`src/rtl/mux_arbiter.sv`:
```
// Two-requester round-robin arbiter driving a shared 2:1 mux select with lock/burst support.
// Optional MUX_ARB_HOLD_LIMIT_EN: a locked grant yields to a waiting requester after HOLD_MAX cycles.
module mux_arbiter #(
    parameter int HOLD_MAX = 16,
    parameter int CNT_W    = 5
) (
    input  logic clk,
    input  logic rst_n,
    input  logic req_0,
    input  logic req_1,
    input  logic lock_0,
    input  logic lock_1,
    input  logic done,
    output logic grant_0,
    output logic grant_1,
    output logic sel,
    output logic busy
);

    // state | meaning
    // IDLE  | no grant active, arbitrating between pending requests
    // G0    | requester 0 owns the resource (sel=0)
    // G1    | requester 1 owns the resource (sel=1)
    typedef enum logic [1:0] {
        IDLE = 2'd0,
        G0   = 2'd1,
        G1   = 2'd2
    } state_e;

`ifdef MUX_ARB_HOLD_LIMIT_EN
    localparam logic LIMIT_EN = 1'b1;
`else
    localparam logic LIMIT_EN = 1'b0;
`endif

    localparam logic [CNT_W-1:0] HOLD_MAX_C = CNT_W'(HOLD_MAX);
    localparam logic [CNT_W-1:0] HOLD_SAT   = {CNT_W{1'b1}};

    state_e           state_q, state_d;
    logic             last_q, last_d;
    logic [CNT_W-1:0] hold_q, hold_d;
    logic             grant_0_q, grant_0_d;
    logic             grant_1_q, grant_1_d;
    logic             sel_q, sel_d;
    logic             busy_q, busy_d;

    logic own_id;
    logic own_req;
    logic own_lock;
    logic oth_req;
    logic force_rel;
    logic release_x;
    logic new_grant;

    // Requests seen from the current owner's point of view.
    always_comb begin
        own_id    = (state_q == G1);
        own_req   = own_id ? req_1  : req_0;
        own_lock  = own_id ? lock_1 : lock_0;
        oth_req   = own_id ? req_0  : req_1;
        force_rel = LIMIT_EN && own_lock && oth_req && (hold_q >= HOLD_MAX_C);
        // done with req dropped counts as a release even when locked
        release_x = done && (!own_lock || !own_req || force_rel);
    end

    always_ff @(posedge clk or negedge rst_n) begin
        if (!rst_n) begin
            state_q <= IDLE;
            last_q  <= 1'b1;
            hold_q  <= '0;
        end else begin
            state_q <= state_d;
            last_q  <= last_d;
            hold_q  <= hold_d;
        end
    end

    always_comb begin
        state_d   = state_q;
        last_d    = last_q;
        new_grant = 1'b0;
        case (state_q)
            IDLE: begin
                if (req_0 && req_1) begin
                    state_d   = last_q ? G0 : G1;
                    new_grant = 1'b1;
                end else if (req_0) begin
                    state_d   = G0;
                    new_grant = 1'b1;
                end else if (req_1) begin
                    state_d   = G1;
                    new_grant = 1'b1;
                end
            end
            G0, G1: begin
                if (release_x) begin
                    last_d = own_id;
                    if (oth_req) begin
                        state_d   = own_id ? G0 : G1;
                        new_grant = 1'b1;
                    end else if (own_req) begin
                        state_d   = state_q;
                        new_grant = 1'b1;
                    end else begin
                        state_d = IDLE;
                    end
                end else if (!own_req) begin
                    state_d = IDLE;
                    last_d  = own_id;
                end
            end
            default: state_d = IDLE;
        endcase
    end

    // Cycles spent in the current grant; a re-grant after release starts a fresh count.
    always_comb begin
        hold_d = hold_q;
        if (new_grant || state_d == IDLE) begin
            hold_d = '0;
        end else if (hold_q != HOLD_SAT) begin
            hold_d = hold_q + CNT_W'(1);
        end
    end

    always_comb begin
        grant_0_d = (state_d == G0);
        grant_1_d = (state_d == G1);
        sel_d     = (state_d == G1);
        busy_d    = (state_d == G0) || (state_d == G1);
    end

    always_ff @(posedge clk or negedge rst_n) begin
        if (!rst_n) begin
            grant_0_q <= 1'b0;
            grant_1_q <= 1'b0;
            sel_q     <= 1'b0;
            busy_q    <= 1'b0;
        end else begin
            grant_0_q <= grant_0_d;
            grant_1_q <= grant_1_d;
            sel_q     <= sel_d;
            busy_q    <= busy_d;
        end
    end

    assign grant_0 = grant_0_q;
    assign grant_1 = grant_1_q;
    assign sel     = sel_q;
    assign busy    = busy_q;

endmodule

```
`config.mk`:
```
export PLATFORM = sky130hd
export DESIGN_NAME = mux_arbiter
export DESIGN_NICKNAME = d
export VERILOG_FILES = /design/src/rtl/mux_arbiter.sv
export SDC_FILE = /design/constraint.sdc
export NUM_CORES = 1
export LEC_CHECK = 0
export CAP_MARGIN = 20
export CORE_AREA = 2 2 39 41
export DETAILED_ROUTE_END_ITERATION = 7
export DIE_AREA = 0 0 41 43
export PLACE_DENSITY = 0.62
export SETUP_SLACK_MARGIN = 0.1
export SYNTH_ARGS = -nofsm -noshare
export SYNTH_HDL_FRONTEND = slang
export SYNTH_SLANG_ARGS = --single-unit
```
`constraint.sdc`:
```
create_clock -name clk -period 2.7 [get_ports clk]
set_input_delay 0.54 -clock clk [delete_from_list [all_inputs] [get_ports clk]]
set_output_delay 0.54 -clock clk [all_outputs]
set_load 0.1 [all_outputs]
```
After elaboration in Yosys (flattened, before gate mapping)
Cells that the tools add are included.
Word-level totals
  input bits: 7
  register bits: 6
  output and inout bits: 4
  logic and storage cells: 33
Operators by class
  equality and inequality tests: 5
  reductions and logical operators: 9
  muxes and demuxes: 14
Operator list (number)
  $mux W2: 8
  $mux W1: 5
  $eq A2 B1 Y1 const B: 2
  $eq A2 B2 Y1 const B: 2
  $pmux W2 S2: 1
  $logic_and A1 B1 Y1: 2
  $logic_not A1 Y1: 2
  $logic_not A2 Y1: 1
  $logic_or A1 B1 Y1: 2
  $ne A2 B1 Y1 const B: 1
  $reduce_and A2 Y1: 1
  $reduce_or A2 Y1: 1

Longest topological paths before layout
Gate-level depths: netlist of run 1.
  depth after elaboration: 9
  gate-level depth with buffers: 8
  mapped depth without buffers: 8

Worst setup path after synthesis of run 1
OpenSTA, ideal clock, no wires.
  path kind: register -> register
  from: register state_q[0]
  to: register busy_q (netlist: busy)
  data required time: 2587 ps
  setup slack: 834 ps
  stages on the path, launching flop included: 9
  buffers on the path: 0
  arrival time: 1753 ps
  setup time: 113 ps
  clock period less this slack: 1866 ps
  path through: dfrtp_1 > inv_1 > ha_1 > mux2_2 > and3_1 > o21ai_0 > a21oi_1 > ha_1 > inv_1
Between the ends
  word-level cells in the longest chain between the ends: 9
  elaborated cells between the ends (all ways): 22
  those cells by class: eq/ne (4); mux (11); reduce/logical (7)
Ends and longest elaborated chain
  from (decl): line 39  | state_e state_q, state_d;
  from (signal assigned): line 72  | state_q <= state_d;
  $eq A2 B2 Y1
  $mux W1 (on tied branches): line 59, 58
  $logic_not A1 Y1 (on tied branches)
  $logic_or A1 B1 Y1: line 63  | release_x = done && (!own_lock || !own_req || force_rel);
  $logic_and A1 B1 Y1: line 63
  $mux W2: line 96  | if (release_x) begin
  $pmux W2 S2 (*): line 82  | case (state_q)
  net state_d[1]: line 39
  $eq A2 B1 Y1 or $eq A2 B2 Y1 (tied branches): line 130  | busy_d = (state_d == G0) || (state_d == G1);
  $logic_or A1 B1 Y1 (*): line 130
  net busy_d: line 45  | logic busy_q, busy_d;
  to (signal assigned): line 143  | busy_q <= busy_d;
  to (decl): line 45
The timed path passes the listed nets; every way through them passes the cells marked *.
A chain may end at the register's enable or synchronous reset.

Final worst setup path of run 1
  from: input port req_0
  to: register busy_q (netlist: busy)
Between the ends
  word-level cells in the longest chain between the ends: 8
  elaborated cells between the ends (all ways): 15
  those cells by class: eq/ne (2); mux (8); reduce/logical (5)
Ends and longest elaborated chain
  from (decl): line 9  | input logic req_0,
  $mux W1: line 58  | own_req = own_id ? req_1 : req_0;
  $logic_not A1 Y1
  $logic_or A1 B1 Y1: line 63
  $logic_and A1 B1 Y1: line 63
  $mux W2: line 96
  $pmux W2 S2 (*): line 82
  $eq A2 B1 Y1 or $eq A2 B2 Y1 (tied branches): line 130
  $logic_or A1 B1 Y1 (*): line 130
  net busy_d: line 45
Marks and branches as above.

==> impl_metrics.toml, run 1 <==
[yosys]
synth_edf_count = 0
syn-instance-count = 41
yosysWarnings = 0
synth_ff_type = "dfrtp_1"
synth.cell_area_um2 = 412
ys_seq_area_frac = 0.368
synth_top_cell_by_area = "dfrtp_1"
synth.most_common_cell = "ha_1"
synthArstFlopShare = 1.00
synth_top_area_frac = 0.304
syn_nets = 54
ys_types = 23
ys_top_cells_by_area = "dfrtp_1, ha_1, dfstp_2, mux2_2, inv_1"
avgSynthCellArea_um2 = 10.0
synth_commonest_cells = "ha_1, dfrtp_1, inv_1"
ys_ff_latch = 6

[global_routing]
grt_overflow_total = 0
grt_first_pass_wirelength_um = 1320
first_global_vias = 316
track_usage = 0.112
antenna_found_initial = 0
grt_max_degree = 7

[clocking]
ctsLongestPathBuffers = 2
postCtsSetupBuffers = 0
cts_tree = "yes"
cts-root-buf = "clkbuf_4"
clock_sinks = 6
insertion_delay_ns = 0.25
cts_hold_buf = 0
cts_resized = 0
path_clk_slew_ns = 0.05
cts_htree_levels = 1
numCtsBuffers = 3

[critical_path]
cp_slowest_cell = "clkdlybuf4s50_1"
worstPathArrival_ns = 2.26
required_ns = 2.84
critPathTopFamily = "buffers and inverters"
path_cells = "clkdlybuf4s50_1 -> o21ai_1 -> and4b_1 -> or3_1 -> o32a_1 -> ha_1 -> inv_1"
crit_path_end_kind = "register"
criticalPathCategory = "primary input to register"
max_stage_delay_ns = 0.57
cp_num_buf_inv = 2
critPathLaunchType = "primary input"
path_max_fanout = 6

[place]
dp_cells = 66
place_hpwl_um = 629
port-buffer-count = 10
placed_area_um2 = 514
gp_congestion = 0.721

[sta]
hold_viol = 0
max_freq_mhz = 472
finalSetupTns_ns = 0
clock_skew_ns = 0.0119
worst_slew_pin_slew_ns = 0.318
rsz0062_at_grt = "false"
final.period_utilization = 0.784
slew_viol_final = 0
relSlewSlack = 0.788
setup_viol_count_final = 0
period_needed_ns = 2.12

[routing]
drt_pass1_iterations = 2
vias = 337
wl_per_cell_um = 10.9
wirelength_um = 762
drc_errors = 0
drt_iter0_markers = 4
antenna_left = 0
routed_via_density = 4.81

[floorplanning]
io-pin-count = 11
initial_utilization = 0.297
die_w_um = 41
die_h_um = 43
core_um2 = 1380
rows = 14
die_area_um2 = 1760

[run]
cap_violations = 0

[final_layout]
regArea_um2 = 151
area_delta_synth_final_pct = 31.3
instances_no_fill = 70
n_antenna_cell = 0
fillCellCount = 136
drive_gt1_frac = 0.185
fin_nets = 68
multi_input_area_um2 = 234
postLayoutCellArea_um2 = 541

[status]
status = "complete, no violations"

[hold_path]
hold_class = "primary input to async pin"
-- flip-flops by register name, indices dropped and copies added, names as in the netlist --
signal,cells
grant_0,1
sel,1
state_q,2
last_q,1
busy,1
-- cell usage in the layout, fill, tap and decap left out, drive strengths merged, types with 2 or more instances in the layout --
cell type	n
mux2	2
o21ai	4
nand2	3
clkdlybuf4s50	6
inv	5
ha	6
dfrtp	5
clkbuf	4
buf	4
-- per-stage QoR --
stage / util / hold WS (ns) / worst slack, ns
CTS: 0.391 / 0.529 / 0.614
global placement: 0.372 / 0.612 / 0.347
detailed placement: 0.372 / 0.610 / 0.353
global route: 0.391 / 0.540 / 0.514
floorplan: - / 0.244 / 0.834
finish: 0.391 / 0.524 / 0.582
-- layout make-up --
class,instances,area share
Timing Repair Buffer,10,0.167
Clock buffer,4,0.0486
Sequential cell,6,0.280
Multi-Input combinational cell,29,0.433
Tap cell,16,0.0370
Inverter,5,0.0347
-- worst reg2reg max path, delay by kind of cell, from the launching register on --
family	cells	cell delay (ns)
AO/OA/AOI/OAI	2	0.38
adder cells (fa/ha/maj)	2	0.49
buffers and inverters	2	0.16
flip-flops	1	0.41
multiplexers	1	0.35
AND/OR/NAND/NOR	1	0.16
-- layer usage --
layer	track usage	routed length [um]	up-vias
met2	0.175	382	3
met4	0.0200	0	0
li1	-	-	175
met5	0	0	-
met3	0.0628	26	0
met1	0.130	352	159
-- path summary, 6_finish.rpt --
check,startpoint,end,slack [ns],cells past startpoint
hold reg to reg,last_q,last_q,0.61,1
max in group asynchronous,rst_n,last_q,1.89,1
hold / removal,rst_n,sel,0.52,1
setup reg to reg,state_q[0],busy,0.64,8
min in group clk,last_q,last_q,0.61,1
setup / recovery,req_0,busy,0.58,7
-- kinds of logic after synthesis --
group / Yosys count / share of synthesized area
flops: 6 / 0.368
compound gates: 11 / 0.179
mux: 3 / 0.0790
buf+inv: 6 / 0.0638
simple gates: 9 / 0.128
fa+ha+maj: 6 / 0.182
Power of run 1 is not shown: default switching activity piles up to over one toggle a cycle in this logic, so the estimate is an artifact.
==> inputs of run 2 (changes only) <==
==> constraint.sdc (replaced) <==
create_clock -name clk -period 2.1 [get_ports clk]
set_input_delay 0.42 -clock clk [delete_from_list [all_inputs] [get_ports clk]]
set_output_delay 0.42 -clock clk [all_outputs]
set_load 0.1 [all_outputs]
==> impl_metrics.toml, run 2 (synthesis gave the netlist of run 1 again) <==
[routing]
met2_length_um = 414
vias = 361
routed_via_density = 4.75
drc_errors = 0
drt_iter0_markers = 3
drt_pass1_iterations = 2
wl_met1_um = 369
wirelength_um = 802
wl_per_cell_um = 10.6
wl_met3_um = 18
routed.top_layer = "met3"
antenna_left = 0

[sta]
setup_viol_count_final = 0
relSlewSlack = 0.777
period_needed_ns = 1.94
slew_viol_final = 0
final.period_utilization = 0.923
rsz0062_at_grt = "false"
max_freq_mhz = 516
clock_skew_ns = 0.00651
finalSetupTns_ns = 0
worst_slew_pin_slew_ns = 0.334
hold_viol = 0
fin_hold_ws_ns = 0.407

[critical_path]
critPathTopFamily = "simple AND/OR/NAND/NOR gates"
critPathLaunchType = "primary input"
criticalPathCategory = "primary input to register"
path_max_fanout = 4
max_stage_delay_ns = 0.52
worstPathArrival_ns = 2.07
path_cells = "clkdlybuf4s50_1 -> o21ai_1 -> and4b_1 -> or3_1 -> o32a_1 -> ha_1 -> inv_1"
required_ns = 2.23
cp_slowest_cell = "clkdlybuf4s50_1"
cp_num_buf_inv = 2
crit_path_end_kind = "register"

[clocking]
clock_sinks = 6
insertion_delay_ns = 0.24
cts_htree_levels = 1
cts_tree = "yes"
ctsLongestPathBuffers = 2
numCtsBuffers = 3
path_clk_slew_ns = 0.05
postCtsSetupBuffers = 0
cts-root-buf = "clkbuf_4"

[place]
placed_area_um2 = 559
port-buffer-count = 10
gp_congestion = 0.717

[final_layout]
largest_reg_flops = 2
fillCellCount = 143
fin_nets = 74
n_antenna_cell = 0
postLayoutCellArea_um2 = 594
utilization = 0.429
top_register = "state_q"
layout_common_cells = "buf_4, clkdlybuf4s50_1, dfrtp_1"
drive_gt1_frac = 0.333
area_delta_synth_final_pct = 44.4
layout_commonest_cell = "buf_4"

[global_routing]
grt_first_pass_wirelength_um = 1410
grt_max_degree = 7
track_usage = 0.117
grt_overflow_total = 0
first_global_vias = 385
antenna_found_initial = 0

[run]
cap_violations = 0

[floorplanning]
core_um2 = 1380
io-pin-count = 11
rows = 14
die_w_um = 41
initial_utilization = 0.297
die_h_um = 43
die_area_um2 = 1760

[status]
status = "complete, no violations"

[hold_path]
hold_class = "primary input to async pin"
## run 2: through the flow
stage,std cells,worst slack [ns]
2_1_floorplan,41,0.234
3_3_place_gp,72,-0.0679
3_5_place_dp,72,-0.0772
4_1_cts,76,0.139
5_1_grt,76,0.0937
6_report,76,0.162
## run 2: what timing repair did
item,CTS,global route
pin swaps,0,0
hold buffers,0,0
gates resized for setup,1,4
setup endpoints to repair,1,1
## run 2: metal layers
metal	vias to the layer above	track usage
li1	184	-
met3	0	0.0471
met5	-	0
met2	3	0.194
met1	174	0.129
met4	0	0.0400
## run 2: final cells by class
| type | count | area [um^2] | area share |
|---|---|---|---|
| multi-input cells | 29 | 243 | 0.408 |
| flip-flops and latches | 6 | 151 | 0.255 |
| repair buffers | 16 | 135 | 0.227 |
| clock buffers | 4 | 26.3 | 0.0442 |
| well taps | 16 | 20.0 | 0.0337 |
| inverters | 5 | 18.8 | 0.0316 |
## run 2: path summary, 6_finish.rpt
| check | to | slack (ns) | startpoint | cells after the start |
|---|---|---|---|---|
| setup / recovery | busy | 0.16 | req_0 | 7 |
| hold / removal | sel | 0.41 | rst_n | 1 |
| setup reg to reg | busy | 0.20 | state_q[0] | 7 |
| hold reg to reg | last_q | 0.62 | last_q | 1 |
| max in group asynchronous | last_q | 1.42 | rst_n | 1 |
| min in group clk | last_q | 0.62 | last_q | 1 |
Power of run 2 is left out for the same reason.
